## src/rtl/uart_pkg.sv

```systemverilog
// uart_pkg: shared UART constants and FSM state encoding
package uart_pkg;
    localparam int DATA_BITS = 8;
    localparam int UART_CLKS_PER_BIT = 104;
    typedef enum logic [2:0] {ST_IDLE, ST_START, ST_DATA, ST_STOP, ST_BREAK} state_e;
endpackage

```

## src/rtl/uart_bit_timer.sv

```systemverilog
// uart_bit_timer: bit-period counter pulsing tick after a full or half bit period
module uart_bit_timer #(
    parameter int CLKS_PER_BIT = 104
) (
    input  logic clk,
    input  logic rst,
    input  logic clear,
    input  logic half,
    output logic tick
);
    localparam int CW = $clog2(CLKS_PER_BIT);
    localparam logic [CW-1:0] FULL_LAST = CW'(CLKS_PER_BIT - 1);
    localparam logic [CW-1:0] HALF_LAST = CW'(CLKS_PER_BIT / 2 - 1);
    logic [CW-1:0] cnt_q, cnt_d;
    // Count up, wrapping to 0 on the terminal value or when held clear
    always_comb begin
        tick  = !clear && cnt_q == (half ? HALF_LAST : FULL_LAST);
        cnt_d = (clear || tick) ? '0 : cnt_q + 1'b1;
    end
    // Counter register
    always_ff @(posedge clk or posedge rst) begin
        if (rst) cnt_q <= '0;
        else     cnt_q <= cnt_d;
    end
endmodule

```

## src/rtl/uart_phy.sv

```systemverilog
// uart_phy: 8N1 UART transceiver with independent TX and RX state machines
module uart_phy import uart_pkg::*; #(
    parameter int CLKS_PER_BIT = UART_CLKS_PER_BIT
) (
    input  logic       clk,
    input  logic       rst,
    input  logic       rx,
    output logic       tx,
    input  logic       tx_en,
    input  logic [7:0] tx_data,
    output logic       tx_ready,
    output logic       rx_ready,
    output logic [7:0] rx_data,
    output logic       rx_frame_err
);
    localparam logic [2:0] LAST_BIT = 3'(DATA_BITS - 1);
    state_e     tx_st_q, tx_st_d, rx_st_q, rx_st_d;
    logic [7:0] tx_sh_q, tx_sh_d, rx_sh_q, rx_sh_d, rx_data_q, rx_data_d;
    logic [2:0] tx_idx_q, tx_idx_d, rx_idx_q, rx_idx_d;
    logic       tx_q, tx_d, tx_rdy_q, tx_rdy_d, rx_rdy_q, rx_rdy_d, rx_err_q, rx_err_d;
    logic       rx_m_q, rx_s_q, tx_tick, rx_tick;

    uart_bit_timer #(.CLKS_PER_BIT(CLKS_PER_BIT)) u_tx_timer (
        .clk(clk), .rst(rst), .clear(tx_st_q == ST_IDLE), .half(1'b0), .tick(tx_tick)
    );
    uart_bit_timer #(.CLKS_PER_BIT(CLKS_PER_BIT)) u_rx_timer (
        .clk(clk), .rst(rst), .clear(rx_st_q == ST_IDLE || rx_st_q == ST_BREAK),
        .half(rx_st_q == ST_START), .tick(rx_tick)
    );

    // TX next state: outputs are computed from the next state so they come out registered
    always_comb begin
        tx_st_d  = tx_st_q;
        tx_sh_d  = tx_sh_q;
        tx_idx_d = tx_idx_q;
        tx_d     = tx_q;
        tx_rdy_d = tx_rdy_q;
        case (tx_st_q)
            ST_IDLE: if (tx_en) begin
                tx_st_d  = ST_START;
                tx_sh_d  = tx_data;
                tx_idx_d = '0;
                tx_d     = 1'b0;
                tx_rdy_d = 1'b0;
            end
            ST_START: if (tx_tick) begin
                tx_st_d = ST_DATA;
                tx_d    = tx_sh_q[0];
            end
            ST_DATA: if (tx_tick) begin
                if (tx_idx_q == LAST_BIT) begin
                    tx_st_d = ST_STOP;
                    tx_d    = 1'b1;
                end else begin
                    tx_sh_d  = tx_sh_q >> 1;
                    tx_d     = tx_sh_q[1];
                    tx_idx_d = tx_idx_q + 1'b1;
                end
            end
            ST_STOP: if (tx_tick) begin
                tx_st_d  = ST_IDLE;
                tx_rdy_d = 1'b1;
            end
            default: begin
                tx_st_d  = ST_IDLE;
                tx_d     = 1'b1;
                tx_rdy_d = 1'b1;
            end
        endcase
    end

    // RX next state: START samples at half a bit, later samples land mid-bit
    always_comb begin
        rx_st_d   = rx_st_q;
        rx_sh_d   = rx_sh_q;
        rx_idx_d  = rx_idx_q;
        rx_data_d = rx_data_q;
        rx_rdy_d  = 1'b0;
        rx_err_d  = 1'b0;
        case (rx_st_q)
            ST_IDLE: rx_st_d = rx_s_q ? ST_IDLE : ST_START;
            ST_START: if (rx_tick) begin
                rx_st_d  = rx_s_q ? ST_IDLE : ST_DATA;
                rx_idx_d = '0;
            end
            ST_DATA: if (rx_tick) begin
                rx_sh_d  = {rx_s_q, rx_sh_q[7:1]};
                rx_idx_d = rx_idx_q + 1'b1;
                rx_st_d  = rx_idx_q == LAST_BIT ? ST_STOP : ST_DATA;
            end
            ST_STOP: if (rx_tick) begin
                rx_st_d   = rx_s_q ? ST_IDLE : ST_BREAK;
                rx_data_d = rx_s_q ? rx_sh_q : rx_data_q;
                rx_rdy_d  = rx_s_q;
                rx_err_d  = !rx_s_q;
            end
            ST_BREAK: rx_st_d = rx_s_q ? ST_IDLE : ST_BREAK;
            default:  rx_st_d = ST_IDLE;
        endcase
    end

    // State registers and the two-flop rx synchroniser
    always_ff @(posedge clk or posedge rst) begin
        if (rst) begin
            tx_st_q   <= ST_IDLE;
            tx_sh_q   <= '0;
            tx_idx_q  <= '0;
            tx_q      <= 1'b1;
            tx_rdy_q  <= 1'b1;
            rx_m_q    <= 1'b1;
            rx_s_q    <= 1'b1;
            rx_st_q   <= ST_IDLE;
            rx_sh_q   <= '0;
            rx_idx_q  <= '0;
            rx_data_q <= '0;
            rx_rdy_q  <= 1'b0;
            rx_err_q  <= 1'b0;
        end else begin
            tx_st_q   <= tx_st_d;
            tx_sh_q   <= tx_sh_d;
            tx_idx_q  <= tx_idx_d;
            tx_q      <= tx_d;
            tx_rdy_q  <= tx_rdy_d;
            rx_m_q    <= rx;
            rx_s_q    <= rx_m_q;
            rx_st_q   <= rx_st_d;
            rx_sh_q   <= rx_sh_d;
            rx_idx_q  <= rx_idx_d;
            rx_data_q <= rx_data_d;
            rx_rdy_q  <= rx_rdy_d;
            rx_err_q  <= rx_err_d;
        end
    end

    assign tx           = tx_q;
    assign tx_ready     = tx_rdy_q;
    assign rx_ready     = rx_rdy_q;
    assign rx_data      = rx_data_q;
    assign rx_frame_err = rx_err_q;
endmodule

```

## config.mk

```make
export PLATFORM = sky130hd
export DESIGN_NAME = uart_phy
export DESIGN_NICKNAME = d
export VERILOG_FILES = /design/src/rtl/uart_pkg.sv /design/src/rtl/uart_bit_timer.sv /design/src/rtl/uart_phy.sv
export SDC_FILE = /design/constraint.sdc
export NUM_CORES = 1
export LEC_CHECK = 0
export ABC_AREA = 1
export BUFFER_PORTS_ARGS = -buffer_cell sky130_fd_sc_hd__buf_2
export CAP_MARGIN = 20
export CORE_MARGIN = 1.5
export CORE_UTILIZATION = 45
export CTS_CLUSTER_DIAMETER = 50
export DETAILED_ROUTE_END_ITERATION = 10
export PLACE_DENSITY = 0.68
export SKIP_LAST_GASP = 1
export SYNTH_ARGS = -nofsm -noshare
export SYNTH_HDL_FRONTEND = slang
export SYNTH_SLANG_ARGS = --single-unit
export TNS_END_PERCENT = 5
```

## constraint.sdc

```tcl
create_clock -name clk -period 2.3 [get_ports clk]
set_clock_uncertainty 0.15 [all_clocks]
set_input_delay 0.23 -clock clk [delete_from_list [all_inputs] [get_ports clk]]
set_output_delay 0.23 -clock clk [all_outputs]
set_load 0.05 [all_outputs]
```

==> results of run 1 <==
[what timing repair did]
item                                   CTS  global route
resized for setup                        0             0
hold buffers                             3             0
endpoints found under the hold margin   53             0
[registers in the layout (all words and copies together), names as in the netlist, 2 cells and up]
register and flops:
rx_st_q 3, u_tx_timer.cnt_q 7, rx_sh_q 8, rx_data 8, tx_st_q 2, u_rx_timer.cnt_q 7
tx_idx_q 3, rx_idx_q 3, tx_sh_q 8
[cells by family after synthesis]
family | Yosys count | synth area share
AOI/OAI and AO/OA | 27 | 0.0681
adders and majority gates | 11 | 0.0513
buffers and inverters | 30 | 0.0513
DFF | 55 | 0.515
muxes | 6 | 0.0224
and+or+nand+nor | 161 | 0.285
xor gates and xnor gates | 2 | 0.00653
[power by group through the flow]
stage               sequential (mW)  clock, mW  combinational [mW]
CTS                            1.22      0.534               0.870
global route                   1.24      0.572               0.981
finish                         1.22      0.513               0.858
detailed placement             1.24          0               0.858
global placement               1.24          0               0.843
floorplan                      1.27          0               0.708
[worst max-delay path, cell delays in order (launching register included)]
cell,delay (ns)
dfrtp_1,0.44
inv_1,0.10
ha_1,0.31
nor2_1,0.10
a21oi_1,0.16
nand3_2,0.41
nand2_1,0.21
o21ai_2,0.06
[how the worst min path moves through the flow]
stage / startpoint / end / slack, ns / depth (start not counted)
6_report: tx_data[7] / tx_sh_q[7]$_DFFE_PP0P_ / 0.03 / 3
5_1_grt: tx_data[7] / tx_sh_q[7]$_DFFE_PP0P_ / 0.05 / 3
4_1_cts: tx_data[7] / tx_sh_q[7]$_DFFE_PP0P_ / 0.02 / 3
3_5_place_dp: rx / rx_m_q$_DFF_PP1_ / 0.19 / 1
3_3_place_gp: rx / rx_m_q$_DFF_PP1_ / 0.19 / 1
2_1_floorplan: rx / rx_m_q$_DFF_PP1_ / 0.08 / 0
[routing by layer]
metal / wire length (microns) / vias to the layer above / track usage
li1: - / 1019 / -
met1: 2220 / 883 / 0.209
met2: 2110 / 30 / 0.264
met3: 206 / 6 / 0.0364
met4: 53 / 0 / 0.0448
met5: 0 / - / 0
[per-stage QoR]
stage	setup WS, ns	hold WS, ns	cell area (sq um)
after floorplan	0.584	0.0845	2680
after detailed placement	0.250	0.186	2860
final	0.229	0.0306	2970
after global placement	0.325	0.186	2860
after CTS	0.236	0.0249	2970
after global routing	0.0641	0.0522	2970
[synthesized netlist by cell type, types with 2 or more instances]
master	count	area share
nand2_1	84	0.12
dfrtp_1	51	0.48
nand3_1	32	0.060
inv_1	22	0.031
nor2_1	17	0.024
ha_1	11	0.051
o21ai_2	8	0.026
mux2i_1	6	0.022
a21oi_1	5	0.0093
dfstp_2	4	0.039
nand2_2	4	0.0093
nand3_2	4	0.015
nand4_1	4	0.0093
nor3_1	4	0.0075
o21ai_0	4	0.0075
o21ai_1	4	0.0075
buf_6	3	0.013
inv_2	3	0.0042
nor3b_1	3	0.0084
a21boi_0	2	0.0056
buf_2	2	0.0037
or2_2	2	0.0047
xor2_1	2	0.0065
[area by class of cell]
type,count,area [sq um],area share
Sequential cell,55,1380,0.465
Multi-Input combinational cell,207,1160,0.391
Timing Repair Buffer,28,160,0.0539
Inverter,25,93.8,0.0316
Tap cell,72,90.1,0.0303
Clock buffer,7,76.3,0.0257
Clock inverter,1,5.00,0.00169
==> key figures, run 1 <==
Global routing
  • Tot GR Track Use: 0.159
  • Total grt overflow: 0
  • Initial antenna violation count: 0
  • Pin count of the biggest net entering global routing: 56
  • First-pass GRT wire length: 8.12 mm
  • Vias in the first global route: 1882

Worst setup path
  • Worst setup path end: tx_sh_q[5]$_DFFE_PP0P_
  • Critical path type: reg2reg
  • WP data required: 2.33 ns
  • CP startpoint kind: flip-flop
  • Worst reg2reg path endpoint: tx_sh_q[5]$_DFFE_PP0P_
  • Crit-path max FO: 22
  • Setup crit end kind: flip-flop
  • Setup crit start: tx_st_q[0]$_DFFE_PP0P_
  • Crit Reg-Reg Startpoint: tx_st_q[0]$_DFFE_PP0P_
  • Reg2Reg Setup Slack: 0.23 ns
  • Worst Path Arrival: 2.11 ns
  • Worst r2r path cells: 7

Cells and area
  • Share of layout cells above drive strength 1: 0.195
  • N_diodes: 0
  • Commonest non-fill, non-tap cells in the layout: nand2_1, dfrtp_1, nand3_1
  • Most common cell after layout, fill and taps aside: nand2_1
  • Non-Filler Instances: 395
  • Final nets: 345
  • Syn-to-layout area delta: 10.7%
  • Core Util, Final: 0.526
  • Fillers: 508

Worst hold path
  • Hold WC Path Type: in2reg

Clock network
  • CTS tree: yes
  • Total CTS buffers: 5
  • CTS clk-pin slew, worst paths: 0.09 ns
  • CTS sink cnt: 55
  • Worst-Skew Late Latency: 0.30 ns
  • H-tree depth: 2
  • Max clock buf depth: 2
  • CTS Root Cell: clkbuf_8
  • Post-CTS Setup Inserts: 0

Synthesis
  • Synth cell types: 34
  • Post-Synthesis Cells: 292
  • EDFF count, synth: 0
  • Mapped Nets: 315
  • Synth Area per Inst: 9.18 sq um
  • Post-synth design cell area: 0.00268 sq mm
  • Sequential-to-total area share from yosys stat: 0.515
  • Synth Warn #: 0
  • Top_reg_cell synth: dfrtp_1
  • #FFs+latches synth: 55
  • Synth async-reset ratio: 1.00

Die
  • Core Rows: 27
  • Die Y: 80.2 microns
  • Initial Util: 0.475
  • Die Width: 80.2 microns
  • Die footprint: 0.00643 sq mm
  • Core ar.: 0.00564 sq mm
  • Top-Level Pins: 24

Timing
  • Max Slew Vio Count: 0
  • Setup tns final: 0 ns
  • Tmin final: 2.07 ns
  • Fmax: 483 MHz
  • Hold Vio Cnt, Final: 0
  • Final setup viols: 0
  • Fin crit share: 0.900
  • Worst Tran Pin Value: 0.669 ns
  • Relative slew slack: 0.554
  • RSZ-0062 raised after global routing: no

Power and ir drop
  • Comb pwr share: 0.331
  • PwrDens: 873 mW/mm^2
  • Switching power total: 0.944 mW
  • Max VDD drop: 0.450 mV
  • P_int: 1.65 mW
  • Reg power frac: 0.471
  • Power, Total: 2.59 mW
  • Clock share of power: 0.198
  • Sw Ratio: 0.364
  • Leakage: 1.58 nW

Drt
  • WL final: 4.59 mm
  • Initial DRT Pass Iterations: 4
  • Antenna Nets Post-Route: 0
  • Initial DRC Count: 92
  • Avg WL per Cell: 11.6 microns
  • Vias/cell: 4.91
  • Remaining DRCs: 0
  • Via count: 1938

Status
  • Status: complete, no violations

Placement
  • Port bufs: 23
  • DP Cell Count: 384
  • Dpl hpwl: 3.23 mm
  • RePlAce Congestion: 0.747

Flow run
  • Max-cap violation count: 0
Power figures use the tool's default switching activity.
==> inputs of run 2 (changes only) <==
CTS_BUF_LIST = sky130_fd_sc_hd__clkbuf_16   (was not set)
==> key figures, run 2 (synthesis gave the netlist of run 1 again) <==
Worst setup path
  • Worst Path Arrival: 2.08 ns
  • Worst r2r path cells: 8
  • CP startpoint kind: flip-flop
  • Crit Reg-Reg Startpoint: tx_st_q[0]$_DFFE_PP0P_
  • Reg2Reg Setup Slack: 0.24 ns
  • Worst reg2reg path endpoint: tx_sh_q[5]$_DFFE_PP0P_
  • Critical path type: reg2reg
  • Crit-path max FO: 22
  • Setup crit end kind: flip-flop
  • WP data required: 2.32 ns

Timing
  • Max Slew Vio Count: 0
  • Worst Tran Pin Value: 0.666 ns
  • RSZ-0062 raised after global routing: no
  • Worst hold margin: -0.0344 ns
  • Fmax: 486 MHz
  • Relative slew slack: 0.556
  • Fin crit share: 0.895
  • Setup tns final: 0 ns
  • Post-route setup slack: 0.240 ns
  • Hold Vio Cnt, Final: 51
  • Tmin final: 2.06 ns
  • Final setup viols: 0

Cells and area
  • Share of layout cells above drive strength 1: 0.196
  • Most common cell after layout, fill and taps aside: nand2_1
  • Fillers: 509
  • Final nets: 344
  • Final instance area: 0.00302 sq mm
  • Commonest non-fill, non-tap cells in the layout: nand2_1, dfrtp_1, nand3_1
  • N_diodes: 0
  • Syn-to-layout area delta: 12.5%

Power and ir drop
  • Sw Ratio: 0.348
  • Switching power total: 0.975 mW
  • PwrDens: 930 mW/mm^2
  • Reg power frac: 0.436
  • Max VDD drop: 0.500 mV
  • P_int: 1.83 mW
  • Comb pwr share: 0.306
  • Leakage: 1.61 nW
  • Clock share of power: 0.258

Die
  • Core Rows: 27
  • Die footprint: 0.00643 sq mm
  • Die Width: 80.2 microns
  • Die Y: 80.2 microns
  • Core ar.: 0.00564 sq mm
  • Top-Level Pins: 24
  • Initial Util: 0.475

Clock network
  • CTS clk-pin slew, worst paths: 0.07 ns
  • Max clock buf depth: 2
  • Total CTS buffers: 5
  • CTS sink cnt: 55
  • PostCTS Resize Cnt: 0
  • CTS tree: yes
  • Worst-Skew Late Latency: 0.29 ns
  • H-tree depth: 2
  • CTS Root Cell: clkbuf_16

Placement
  • Post-DP Area: 0.00286 sq mm
  • Pre-CTS setup slack: 0.250 ns
  • Port bufs: 23
  • Dpl hpwl: 3.23 mm
  • RePlAce Congestion: 0.747

Global routing
  • Total grt overflow: 0
  • Vias in the first global route: 1865
  • Pin count of the biggest net entering global routing: 56
  • First-pass GRT wire length: 8.17 mm
  • Initial antenna violation count: 0
  • Tot GR Track Use: 0.163

Worst hold path
  • Hold WC Path Type: in2async

Drt
  • Initial DRC Count: 75
  • WL final: 4.67 mm
  • Avg WL per Cell: 11.9 microns
  • Antenna Nets Post-Route: 0
  • Initial DRT Pass Iterations: 4
  • Vias/cell: 4.95
  • Via count: 1949
  • Remaining DRCs: 0

Flow run
  • Max-cap violation count: 0

Status
  • Failing checks: negative hold slack
  • Status: finished with violations
==> run 2: changes by cell type in the layout (fill, tap and decap cells not counted) <==
cell | previous run | this run
clkbuf_8 | 5 | 0
dlygate4sd3_1 | 3 | 2
clkbuf_16 | 0 | 5
clkbuf_1 | 2 | 0
inv_1 | 21 | 23
==> run 2: per-stage QoR <==
stage / utilization / hold slack (ns) / total power, mW / instances
after floorplan: - / 0.0845 / 1.98 / 292
after global placement: 0.507 / 0.186 / 2.08 / 384
after detailed placement: 0.507 / 0.186 / 2.10 / 384
after CTS: 0.534 / 0.00379 / 2.84 / 394
after global routing: 0.534 / 0.0475 / 3.00 / 394
final: 0.534 / -0.0344 / 2.80 / 394
==> run 2: metal layers <==
metal,GRT usage,part of all wire
met5,0,0
met1,0.207,0.47
met2,0.270,0.47
met3,0.0489,0.051
met4,0.0431,0.010
==> run 2: cell type report <==
class	instances	area, sq um	area share
inverters	25	93.8	0.0311
clock inverters	3	12.5	0.00415
multi-input cells	207	1160	0.385
repair buffers	27	150	0.0498
well taps	72	90.1	0.0299
flip-flops and latches	55	1380	0.458
clock buffers	5	125	0.0415
==> run 2: repair_timing <==
item | in CTS | in global routing
hold endpoints to repair | 2 | 0
hold buffers | 2 | 0
setup buffers | 0 | 0
==> run 2: power groups by stage <==
stage          Combinational [mW]  Clock, mW  Sequential, mW
2_1_floorplan               0.708          0            1.27
3_3_place_gp                0.843          0            1.24
3_5_place_dp                0.858          0            1.24
4_1_cts                     0.872      0.746            1.22
5_1_grt                     0.978      0.784            1.24
6_report                    0.857      0.724            1.22
==> run 2: worst max path at each step <==
stage                            from                       to  slack [ns]  cells after the start
5_1_grt        tx_st_q[0]$_DFFE_PP0P_  tx_idx_q[2]$_DFFE_PP0P_        0.06                      8
3_3_place_gp   tx_st_q[0]$_DFFE_PP0P_   tx_sh_q[3]$_DFFE_PP0P_        0.33                      7
6_report       tx_st_q[0]$_DFFE_PP0P_   tx_sh_q[5]$_DFFE_PP0P_        0.24                      8
3_5_place_dp   tx_st_q[0]$_DFFE_PP0P_  tx_idx_q[2]$_DFFE_PP0P_        0.25                      7
2_1_floorplan                     rst   rx_data[0]$_DFFE_PP0P_        0.58                      1
4_1_cts        tx_st_q[0]$_DFFE_PP0P_   tx_sh_q[5]$_DFFE_PP0P_        0.23                      8
==> run 2: critical path, stage by stage, from the launching register on <==
cell	delay (ns)
dfrtp_1	0.42
inv_1	0.08
ha_1	0.23
inv_1	0.13
nand3_2	0.15
nand2_2	0.13
nand3_2	0.37
nand2_1	0.21
o21ai_2	0.06
==> inputs of run 3 (changes only) <==
MAX_ROUTING_LAYER = met4   (was not set)
==> key figures, run 3 (synthesis gave the netlist of run 1 again) <==
Status
  • Status: finished with violations
  • Failing checks: negative hold slack

Timing
  • Final setup viols: 0
  • Tmin final: 2.06 ns
  • Hold Vio Cnt, Final: 51
  • Relative slew slack: 0.555
  • RSZ-0062 raised after global routing: no
  • Max Slew Vio Count: 0
  • Worst Tran Pin Value: 0.667 ns
  • Post-route setup slack: 0.240 ns
  • Setup tns final: 0 ns
  • Fin crit share: 0.895
  • Worst hold margin: -0.0341 ns
  • Fmax: 486 MHz

Cells and area
  • Final instance area: 0.00302 sq mm
  • Core Util, Final: 0.534
  • Final nets: 344
  • Commonest non-fill, non-tap cells in the layout: nand2_1, dfrtp_1, nand3_1
  • Share of layout cells above drive strength 1: 0.196
  • Syn-to-layout area delta: 12.5%
  • Most common cell after layout, fill and taps aside: nand2_1
  • N_diodes: 0
  • Reg area: 0.00138 sq mm
  • Fillers: 509
  • Area of the multi-input gates: 0.00116 sq mm
  • Non-Filler Instances: 394

Drt
  • Vias/cell: 4.93
  • Initial DRC Count: 73
  • Remaining DRCs: 0
  • Antenna Nets Post-Route: 0
  • WL final: 4.69 mm
  • Initial DRT Pass Iterations: 4
  • Avg WL per Cell: 11.9 microns
  • Via count: 1943

Worst setup path
  • CP startpoint kind: flip-flop
  • Worst Path Arrival: 2.08 ns
  • Cells along the critical path: inv_1 > ha_1 > inv_1 > nand3_2 > nand2_2 > nand3_2 > nand2_1 > o21ai_2
  • Setup crit end kind: flip-flop
  • WP data required: 2.32 ns
  • Crit-path max FO: 22
  • Slowest cell on the critical path: dfrtp_1
  • CP peak stage delay: 0.42 ns
  • Critical path type: reg2reg

Worst hold path
  • Hold WC Path Type: in2async

Clock network
  • Worst-Skew Late Latency: 0.29 ns
  • Total CTS buffers: 5
  • CTS sink cnt: 55
  • PostCTS Resize Cnt: 0
  • CTS tree: yes
  • Post-CTS Setup Inserts: 0
  • H-tree depth: 2
  • CTS Root Cell: clkbuf_16
  • CTS clk-pin slew, worst paths: 0.07 ns
  • Max clock buf depth: 2
  • CTS Hold Bufs: 2

Die
  • Die Y: 80.2 microns
  • Die Width: 80.2 microns
  • Top-Level Pins: 24
  • Core ar.: 0.00564 sq mm
  • Core Rows: 27
  • Initial Util: 0.475
  • Die footprint: 0.00643 sq mm

Placement
  • RePlAce Congestion: 0.756
  • Post-DP Area: 0.00286 sq mm
  • Dpl hpwl: 3.23 mm
  • DP Cell Count: 384
  • Port bufs: 23
  • Pre-CTS setup slack: 0.250 ns

Global routing
  • Initial antenna violation count: 0
  • Vias in the first global route: 1866
  • Tot GR Track Use: 0.167
  • Total grt overflow: 0
  • First-pass GRT wire length: 8.16 mm
  • Pin count of the biggest net entering global routing: 56

Power and ir drop
  • Comb pwr share: 0.306
  • Sw Ratio: 0.348
  • Switching power total: 0.975 mW
  • Reg power frac: 0.436
  • P_int: 1.83 mW
  • PwrDens: 930 mW/mm^2
  • Leakage: 1.61 nW
  • Clock share of power: 0.258
  • Power, Total: 2.80 mW
  • Max VDD drop: 0.500 mV

Flow run
  • Max-cap violation count: 0
## run 3: worst paths after layout
check	from	to	slack, ns	cells after the start
max reg2reg	tx_st_q[0]$_DFFE_PP0P_	tx_sh_q[5]$_DFFE_PP0P_	0.24	8
min reg2reg	rx_m_q$_DFF_PP1_	rx_s_q$_DFF_PP1_	0.21	0
min in group clk	tx_data[7]	tx_sh_q[7]$_DFFE_PP0P_	0.05	3
max in group asynchronous	rst	rx_sh_q[0]$_DFFE_PP0P_	1.60	3
max	tx_st_q[0]$_DFFE_PP0P_	tx_sh_q[5]$_DFFE_PP0P_	0.24	8
min	rst	u_tx_timer.cnt_q[4]$_DFF_PP0_	-0.03	3
## run 3: per-layer routing
| layer | up-vias | global-route usage | routed length, microns |
|---|---|---|---|
| met4 | 0 | 0.0431 | 40 |
| met1 | 894 | 0.207 | 2230 |
| met5 | - | - | 0 |
| met3 | 3 | 0.0489 | 220 |
| li1 | 1018 | - | - |
| met2 | 28 | 0.270 | 2200 |
## run 3: power groups by stage
stage	logic [mW]	registers, mW	clock network [mW]
after floorplan	0.708	1.27	0
after global placement	0.843	1.24	0
after detailed placement	0.858	1.24	0
after CTS	0.872	1.22	0.746
after global routing	0.978	1.24	0.784
final	0.857	1.22	0.724
## run 3: critical path: cells and delay by family, from the launching register on
kind | cells | cell delay, ns
AND/OR/NAND/NOR | 4 | 0.86
buffers and inverters | 2 | 0.21
AO/OA/AOI/OAI | 1 | 0.06
flip-flops | 1 | 0.42
adder cells (fa/ha/maj) | 1 | 0.23
## run 3: final cells by class
cell class,count,area share
clock buffers,5,0.0415
clock inverters,3,0.00415
inverters,25,0.0311
multi-input cells,207,0.385
flip-flops and latches,55,0.458
well taps,72,0.0299
repair buffers,27,0.0498
